--- src/rtl/reg_rd_pkg.sv ---
// ============================================================================
// Module   : reg_rd_pkg
// Brief    : Shared widths and response-entry type for the register read unit.
// Revision : 1.0
// ============================================================================
`default_nettype none

package reg_rd_pkg;
  localparam int DW   = 8;
  localparam int NREG = 4;
  localparam int AW   = 2;
  localparam int TW   = 3;

  typedef struct packed {
    logic [DW-1:0] a;
    logic [DW-1:0] b;
    logic [TW-1:0] tag;
  } rd_entry_t;
endpackage

`default_nettype wire

--- src/rtl/rsp_fifo2.sv ---
// ============================================================================
// Module   : rsp_fifo2
// Brief    : Two-entry response buffer with valid/ready on both sides.
// Revision : 1.0
// ============================================================================
`default_nettype none

module rsp_fifo2
  import reg_rd_pkg::*;
(
  input  logic      clk,
  input  logic      rst_n,
  input  logic      push_valid,
  output logic      push_ready,
  input  rd_entry_t push_data,
  output logic      pop_valid,
  input  logic      pop_ready,
  output rd_entry_t pop_data
);

  logic [1:0] r_count;
  logic       r_wr_ptr;
  logic       r_rd_ptr;
  rd_entry_t  r_mem [2];
  logic       w_push;
  logic       w_pop;

  // Readiness depends only on count, so a pop cannot free a slot for a same-cycle push.
  assign push_ready = (r_count != 2'd2);
  assign pop_valid  = (r_count != 2'd0);
  assign pop_data   = r_mem[r_rd_ptr];
  assign w_push     = push_valid && push_ready;
  assign w_pop      = pop_valid && pop_ready;

  always_ff @(posedge clk or negedge rst_n) begin
    if (!rst_n) begin
      r_count  <= 2'd0;
      r_wr_ptr <= 1'b0;
      r_rd_ptr <= 1'b0;
      r_mem[0] <= '0;
      r_mem[1] <= '0;
    end else begin
      if (w_push) begin
        r_mem[r_wr_ptr] <= push_data;
        r_wr_ptr        <= ~r_wr_ptr;
      end
      if (w_pop) begin
        r_rd_ptr <= ~r_rd_ptr;
      end
      case ({w_push, w_pop})
        2'b10:   r_count <= r_count + 2'd1;
        2'b01:   r_count <= r_count - 2'd1;
        default: r_count <= r_count;
      endcase
    end
  end

endmodule

`default_nettype wire

--- src/rtl/reg_read_unit.sv ---
// ============================================================================
// Module   : reg_read_unit
// Brief    : Register-file read side: operand select, optional write-back
//            bypass (REG_RD_BYPASS_EN), 2-entry response buffer.
// Revision : 1.0
// ============================================================================
`default_nettype none

module reg_read_unit
  import reg_rd_pkg::*;
(
  input  logic          clk,
  input  logic          rst_n,
  input  logic          req_valid,
  output logic          req_ready,
  input  logic [AW-1:0] req_sa,
  input  logic [AW-1:0] req_sb,
  input  logic [TW-1:0] req_tag,
  input  logic [DW-1:0] r1,
  input  logic [DW-1:0] r2,
  input  logic [DW-1:0] r3,
  input  logic [DW-1:0] r4,
  input  logic          wb_valid,
  input  logic [AW-1:0] wb_sel,
  input  logic [DW-1:0] wb_data,
  output logic          rsp_valid,
  input  logic          rsp_ready,
  output logic [DW-1:0] rsp_a,
  output logic [DW-1:0] rsp_b,
  output logic [TW-1:0] rsp_tag
);

  logic [DW-1:0] w_regs [NREG];
  logic [DW-1:0] w_op_a;
  logic [DW-1:0] w_op_b;
  rd_entry_t     w_push_data;
  rd_entry_t     w_head;

  assign w_regs[0] = r1;
  assign w_regs[1] = r2;
  assign w_regs[2] = r3;
  assign w_regs[3] = r4;

`ifdef REG_RD_BYPASS_EN
  // A register being written this cycle supplies its new value to the operand.
  always_comb begin
    w_op_a = w_regs[req_sa];
    w_op_b = w_regs[req_sb];
    if (wb_valid && (wb_sel == req_sa)) w_op_a = wb_data;
    if (wb_valid && (wb_sel == req_sb)) w_op_b = wb_data;
  end
`else
  logic w_unused_wb;
  assign w_unused_wb = ^{wb_valid, wb_sel, wb_data};
  assign w_op_a      = w_regs[req_sa];
  assign w_op_b      = w_regs[req_sb];
`endif

  assign w_push_data = '{a: w_op_a, b: w_op_b, tag: req_tag};

  rsp_fifo2 u_rsp_fifo2 (
    .clk        (clk),
    .rst_n      (rst_n),
    .push_valid (req_valid),
    .push_ready (req_ready),
    .push_data  (w_push_data),
    .pop_valid  (rsp_valid),
    .pop_ready  (rsp_ready),
    .pop_data   (w_head)
  );

  assign rsp_a   = w_head.a;
  assign rsp_b   = w_head.b;
  assign rsp_tag = w_head.tag;

endmodule

`default_nettype wire

--- config.mk ---
export PLATFORM = sky130hd
export DESIGN_NAME = reg_read_unit
export DESIGN_NICKNAME = d
export VERILOG_FILES = /design/src/rtl/reg_rd_pkg.sv /design/src/rtl/rsp_fifo2.sv /design/src/rtl/reg_read_unit.sv
export SDC_FILE = /design/constraint.sdc
export NUM_CORES = 1
export LEC_CHECK = 0
export ABC_CLOCK_PERIOD_IN_PS = 1900
export CAP_MARGIN = 10
export CORE_ASPECT_RATIO = 1.4
export CORE_MARGIN = 1
export CORE_UTILIZATION = 45
export CTS_BUF_LIST = sky130_fd_sc_hd__clkbuf_8
export CTS_CLUSTER_DIAMETER = 100
export DETAILED_ROUTE_END_ITERATION = 8
export GPL_ROUTABILITY_DRIVEN = 0
export GPL_TIMING_DRIVEN = 0
export HOLD_SLACK_MARGIN = 0.15
export PLACE_DENSITY = 0.79
export SKIP_LAST_GASP = 1
export SYNTH_ARGS = -nofsm -noshare
export SYNTH_HDL_FRONTEND = slang
export SYNTH_SLANG_ARGS = --single-unit
--- constraint.sdc ---
create_clock -name clk -period 1.9 [get_ports clk]
set_input_delay 0.38 -clock clk [delete_from_list [all_inputs] [get_ports clk]]
set_output_delay 0.38 -clock clk [all_outputs]
set_load 0.005 [all_outputs]
==> summary.md, run 1 <==
| Metric | Value |
|---|---|
| Status | finished, violations left |
| Failing checks | setup timing |
| Initial Util | 46.8% |
| Final non-filler cell total | 270 |
| GRT Total Usage | 22.4% |
| Yosys reg bits | 42 |
| Measured slew at the worst slew-check pin | 936 ps |
| Std cell rows | 30 |
| Skew final | 6.60 ps |
| Post-synth net total | 192 |
| Yosys top cell by area | dfrtp_1 |
| Final worst slack | -158 ps |
| Crit path largest cell delay | 470 ps |
| CTS clk-pin slew, worst paths | 80 ps |
| Area delta synth->final | 34.7% |
| Max frequency | 486 MHz |
| Final Util | 63.1% |
| Total number of yosys warnings | 0 |
| Dominant cells by area after synthesis | dfrtp_1 (46%), mux2_2 (23%), mux4_2 (16%), mux2_4 (6.6%), xnor2_1 (1.2%) |
| Clock Sinks | 42 |
| WS Path Type | reg2out |
| Max stage delay cell, worst path | clkdlybuf4s50_1 |
| Number of global-route vias before repair | 1684 |
| Largest net degree at the start of global routing | 43 |
| Root Driver | clkbuf_8 |
| Final min period | 2060 ps |
| CP endpoint | rsp_tag[2] |
| CP top delay family | buffers and inverters |
| Crit path depth | 3 |
| Netlist cell types | 18 |
| Dpl cell area | 2930 um2 |
| Critical path required time | 1520 ps |
| CTS tree | done |
| Syn avg cell area | 16.6 um2 |
| Final Net Count | 261 |
| Max-slew violations | 0 |
| Crit path buf inv count | 2 |
| Final setup fails | 19 |
| Cells after Synth | 137 |
| Final Cell Area | 3060 um2 |
| Final HPWL DP | 4.04 mm |
| Pre-antenna DRT Iters | 4 |
| DRC | 0 |
| DIE AREA | 5330 um2 |
| R2R cell count | 5 |
| GR Overflow Total | 0 |
| Bufs on Longest Clock Path | 2 |
| Via count | 1472 |
| Cell Chain, Critical Path | clkbuf_8, mux2_2, clkdlybuf4s50_1 |
| Worst Setup End Kind | output pin |
| Pwr dens | 1520 nW/um2 |
| Critical Path Source | u_rsp_fifo2.r_rd_ptr |
| Maximum VDD drop | 0.000866 V |
| Core area | 4840 um2 |
| Initial drt markers | 44 |
| DR WL/cell | 19.6 um |
| Number of routed nets with antenna violations | 0 |
| Hold Violations, Final | 0 |
| Ant. Diodes | 0 |
| Via density per instance | 5.45 |
| First-pass GRT wire length | 8.47 mm |
| Worst R2R End | u_rsp_fifo2.r_count[1] |
| Tot Pwr | 4.66 mW |
| Die span in x | 62.0 um |
| Placed insts | 260 |
| CTS Hold Bufs | 0 |
| Boundary Pins | 75 |
| Post-synthesis sequential area ratio | 46.3% |
| Critical Path AT | 1680 ps |
| Post-Route WL | 5.31 mm |
| Crit share post-route | 108% |
| Reg-to-reg slack, setup | 210 ps |
| H-tree depth | 2 |
| Setup TNS | -2530 ps |
| Worst reg2reg startpoint | u_rsp_fifo2.r_count[0] |
| Rel. slew slack | 37.6% |
| P_leak | 1.24 nW |
| Unrepaired setup endpoints after global routing | yes |
| Worst setup SP type | flip-flop |
| Synth top area share | 46.3% |
| Max_cap viols | 0 |
| Clock Latency Late Sink | 290 ps |
| Synthesized cell area | 2270 um2 |
| Largest fanout on the critical path | 10 |
| Initial antenna violation count | 0 |
| Die height | 86.0 um |
| HP Class | in2async |
| CTS Buf Count | 5 |
| Port Buf Inserts | 59 |
| Layout cell share with drive strength beyond 1 | 46.1% |
-- placed cells by master (no fill, tap or decap), drive strengths merged --
cell,Yosys,final
nand2b,1,1
mux2,57,57
nand3,1,1
buf,5,9
clkinv,0,2
nand2,1,1
ha,1,1
xnor2,3,3
xor2,2,2
and2,1,1
clkdlybuf4s50,0,58
mux4,16,16
clkbuf,4,9
or2,1,1
nor2,1,1
and3b,1,1
dfrtp,42,42
-- sequential cells by signal, indices dropped and copies added, names as in the netlist --
name and flops:
u_rsp_fifo2.r_rd_ptr 1, u_rsp_fifo2.r_wr_ptr 1, u_rsp_fifo2.r_count 2, u_rsp_fifo2.r_mem 38
-- routing by layer --
| metal | GRT usage, % | part of all wire, % | up-vias |
|---|---|---|---|
| met5 | 0 | 0 | - |
| met2 | 40.9 | 59 | 35 |
| li1 | - | - | 651 |
| met1 | 25.5 | 36 | 779 |
| met4 | 6.67 | 1.5 | 0 |
| met3 | 3.92 | 3.0 | 7 |
-- cell type report --
type                            instances  area [um2]
Fill cell                             368        1790
Multi-Input combinational cell         86        1160
Sequential cell                        42        1050
Timing Repair Buffer                   62         608
Buffer                                  9        81.3
Tap cell                               64        80.1
Clock buffer                            5        68.8
Clock inverter                          2        10.0
-- stage by stage --
step	setup slack, ps	hold WS [ps]
floorplan	349	84.4
global placement	-493	481
detailed placement	-190	487
CTS	-155	248
global route	-206	305
finish	-158	230
-- report_power, final --
part           switching, mW  leakage [nW]  internal (mW)
logic                  0.823         0.704           1.68
registers              0.253         0.493           1.36
clock network          0.287        0.0438          0.246
-- worst min path at each step --
stage	from	cells past startpoint	slack [ps]	end
3_3_place_gp	u_rsp_fifo2.r_mem[6]	1	480	u_rsp_fifo2.r_mem[6]
6_report	rst_n	1	230	u_rsp_fifo2.r_mem[21]
4_1_cts	rst_n	1	250	u_rsp_fifo2.r_mem[19]
2_1_floorplan	rst_n	0	80	u_rsp_fifo2.r_count[0]
5_1_grt	rst_n	1	300	u_rsp_fifo2.r_mem[20]
3_5_place_dp	u_rsp_fifo2.r_mem[7]	1	490	u_rsp_fifo2.r_mem[7]
-- kinds of logic after synthesis --
| family | after synthesis | synth area share [%] |
|---|---|---|
| flip-flops | 42 | 46.3 |
| XOR/XNOR | 5 | 1.93 |
| buffers and inverters | 9 | 2.70 |
| adder cells (fa/ha/maj) | 1 | 0.551 |
| multiplexers | 73 | 45.8 |
| AND/OR/NAND/NOR | 7 | 2.65 |
-- cells in the mapped netlist --
master / count
ha_1: 1
mux2_4: 10
and2_1: 1
clkbuf_1: 4
nor2_1: 1
buf_12: 1
xnor2_1: 3
nand2_1: 1
mux2_2: 47
nand3_4: 1
nand2b_4: 1
dfrtp_1: 42
buf_6: 1
buf_2: 3
or2_2: 1
and3b_1: 1
mux4_2: 16
xor2_1: 2
-- repair_timing --
item	CTS	global route
resized for setup	6	1
setup endpoints to repair	19	20
setup buffers	1	2
(Power assumes the default switching activity.)
==> run 2: changes to the inputs <==
- CTS_CLUSTER_SIZE: unset -> 16
- TNS_END_PERCENT: unset -> 100
==> results of run 2 <==
No change in the layout: final DEF, timing and power equal those of run 1.
==> run 3: changes to the inputs <==
- SLEW_MARGIN: unset -> 20
==> run 3 against run 2 <==
  * The run still ends with setup timing left
  * Non-clock buffer count up 3
  * Clock-buffer cell count stayed put
  * Clock power about the same
  * Core utilization rose by 0.75 points
  * Final cell count grew 1.1%
  * Setup slack better by 6.1 ps
  * Wire length is 1.0% higher
  * Maximum frequency grew 0.30%
  * Largest cell class unchanged
==> summary.md, run 3 (synthesized netlist as in run 1, its figures left out) <==
| Metric | Value |
|---|---|
| Status | finished, violations left |
| Failing checks | setup timing |
| Die span in x | 62.0 um (unchanged) |
| CTS clk-pin slew, worst paths | 80 ps (about the same) |
| Initial Util | 46.8% (unchanged) |
| Rel. slew slack | 55.9% (+18 points) |
| Commonest cells after routing, fill and taps aside | clkdlybuf4s50_1 (58), mux2_2 (47), dfrtp_1 (42) |
| Crit share post-route | 108% (-0.32 points) |
| Biggest register | u_rsp_fifo2.r_mem |
| Ant. Diodes | 0 (unchanged) |
| Commonest non-fill, non-tap cell in the layout | clkdlybuf4s50_1 |
| Clock Latency Late Sink | 290 ps (about the same) |
| H-tree depth | 2 (unchanged) |
| Largest register FFs | 38 (unchanged) |
| Final worst slack | -152 ps (+6.06 ps) |
| R2R cell count | 6 (+1) |
| CTS tree | done |
| Clock Sinks | 42 (unchanged) |
| Largest fanout on the critical path | 10 (unchanged) |
| Worst Setup End Kind | output pin |
| M1 WL | 1.93 mm (about the same) |
| Critical Path AT | 1670 ps (about the same) |
| Hold Violations, Final | 0 (unchanged) |
| Reg-to-reg slack, setup | 210 ps (about the same) |
| Dpl cell area | 2950 um2 (+0.68%) |
| Initial antenna violation count | 0 (unchanged) |
| DR WL/cell | 19.6 um (-0.11%) |
| Unrepaired setup endpoints after global routing | yes |
| DIE AREA | 5330 um2 (unchanged) |
| Top sig layer | met4 |
| Root Driver | clkbuf_8 |
| Dpl ws | -190 ps (-0.511 ps) |
| Post-Route WL | 5.36 mm (+1.0%) |
| Fillers | 371 (+0.82%) |
| DRC | 0 (unchanged) |
| WS Path Type | reg2out |
| Layout cell share with drive strength beyond 1 | 45.9% (-0.18 points) |
| HP Class | in2async |
| CTS Buf Count | 5 (unchanged) |
| Area delta synth->final | 36.3% |
| Critical path required time | 1520 ps (about the same) |
| Measured slew at the worst slew-check pin | 662 ps (-275 ps) |
| Std cell rows | 30 (unchanged) |
| Final Cell Area | 3090 um2 (+1.2%) |
| Core area | 4840 um2 (unchanged) |
| Final min period | 2050 ps (-6.06 ps) |
| Maximum VDD drop | 0.000835 V (-3.6%) |
| Boundary Pins | 75 (unchanged) |
| Final Util | 63.9% (+0.75 points) |
| Worst setup SP type | flip-flop |
| GRT Total Usage | 22.5% (+0.037 points) |
| Bufs on Longest Clock Path | 2 (unchanged) |
| Number of routed nets with antenna violations | 0 (unchanged) |
| Port Buf Inserts | 59 (unchanged) |
| Max-slew violations | 0 (unchanged) |
| Die height | 86.0 um (unchanged) |
| Final setup fails | 19 (unchanged) |
| Initial drt markers | 14 (-68%) |
| GR Overflow Total | 0 (unchanged) |
| Met2 Routed Length | 3.16 mm (+1.1%) |
| Largest regs | u_rsp_fifo2.r_mem x38, u_rsp_fifo2.r_count x2 |
| Via count | 1488 (+1.1%) |
| Max frequency | 487 MHz (+0.30%) |
| Final Net Count | 264 (+1.1%) |
| Worst R2R End | u_rsp_fifo2.r_count[1] |
| Skew final | 3.44 ps (-3.16 ps) |
| P_leak | 1.26 nW (+1.6%) |
| Met3 wire length | 178 um (+12%) |
| Largest net degree at the start of global routing | 33 (-23%) |
| Pre-antenna DRT Iters | 4 (unchanged) |
| Max_cap viols | 0 (unchanged) |
| First-pass GRT wire length | 8.45 mm (-0.25%) |
| Pwr dens | 1510 nW/um2 (-0.65%) |
| Via density per instance | 5.45 (about the same) |
| Worst reg2reg startpoint | u_rsp_fifo2.r_count[0] |
| Final HPWL DP | 4.10 mm (+1.4%) |
| Number of global-route vias before repair | 1712 (+1.7%) |
-- run 3: layout make-up --
cell class	instances	area [um2]	area share, %
buffer	9	81.3	2.63
clock buffer	5	68.8	2.22
clock inverter	2	10.0	0.324
multi-input combinational	86	1160	37.4
sequential	42	1050	34.0
tap	64	80.1	2.59
timing repair buffer	65	646	20.9
-- run 3: critical path, stage by stage (launching register included) --
cell	delay [ps]
dfrtp_1	380
clkbuf_8	200
mux2_2	340
clkdlybuf4s50_1	470
-- run 3: timing repair --
action / in CTS / in global routing
hold endpoints to repair: 10 / 0
buffers inserted: 3 / 1
gates resized for setup: 6 / 0
hold buffers: 1 / 0
setup endpoints to repair: 20 / 20
-- run 3: worst max path at each step --
stage / end / depth (start not counted) / startpoint
finish: rsp_tag[2] / 3 / u_rsp_fifo2.r_rd_ptr
global route: rsp_b[3] / 3 / u_rsp_fifo2.r_rd_ptr
CTS: rsp_b[3] / 3 / u_rsp_fifo2.r_rd_ptr
detailed placement: rsp_tag[2] / 3 / u_rsp_fifo2.r_rd_ptr
global placement: u_rsp_fifo2.r_mem[22] / 1 / rst_n
floorplan: u_rsp_fifo2.r_count[1] / 5 / u_rsp_fifo2.r_count[1]
-- run 3: metrics by stage --
stage               std cells  setup TNS, ps  hold WS (ps)  total power [mW]
floorplan                 137              0          84.4              2.97
global placement          260         -23530           481              3.93
detailed placement        261          -2870           271              4.07
CTS                       272          -2580           500              4.71
global route              273          -3630           515              4.95
finish                    273          -2440           501              4.68
-- run 3: power by group --
| part | internal [mW] | switching, mW |
|---|---|---|
| Clock | 0.247 | 0.287 |
| Combinational | 1.70 | 0.833 |
| Sequential | 1.36 | 0.250 |
-- run 3: layer usage --
layer,GRT usage (%),vias to the layer above
li1,-,659
met1,25.2,785
met2,41.7,37
met3,4.52,7
met4,5.25,0
met5,0,-
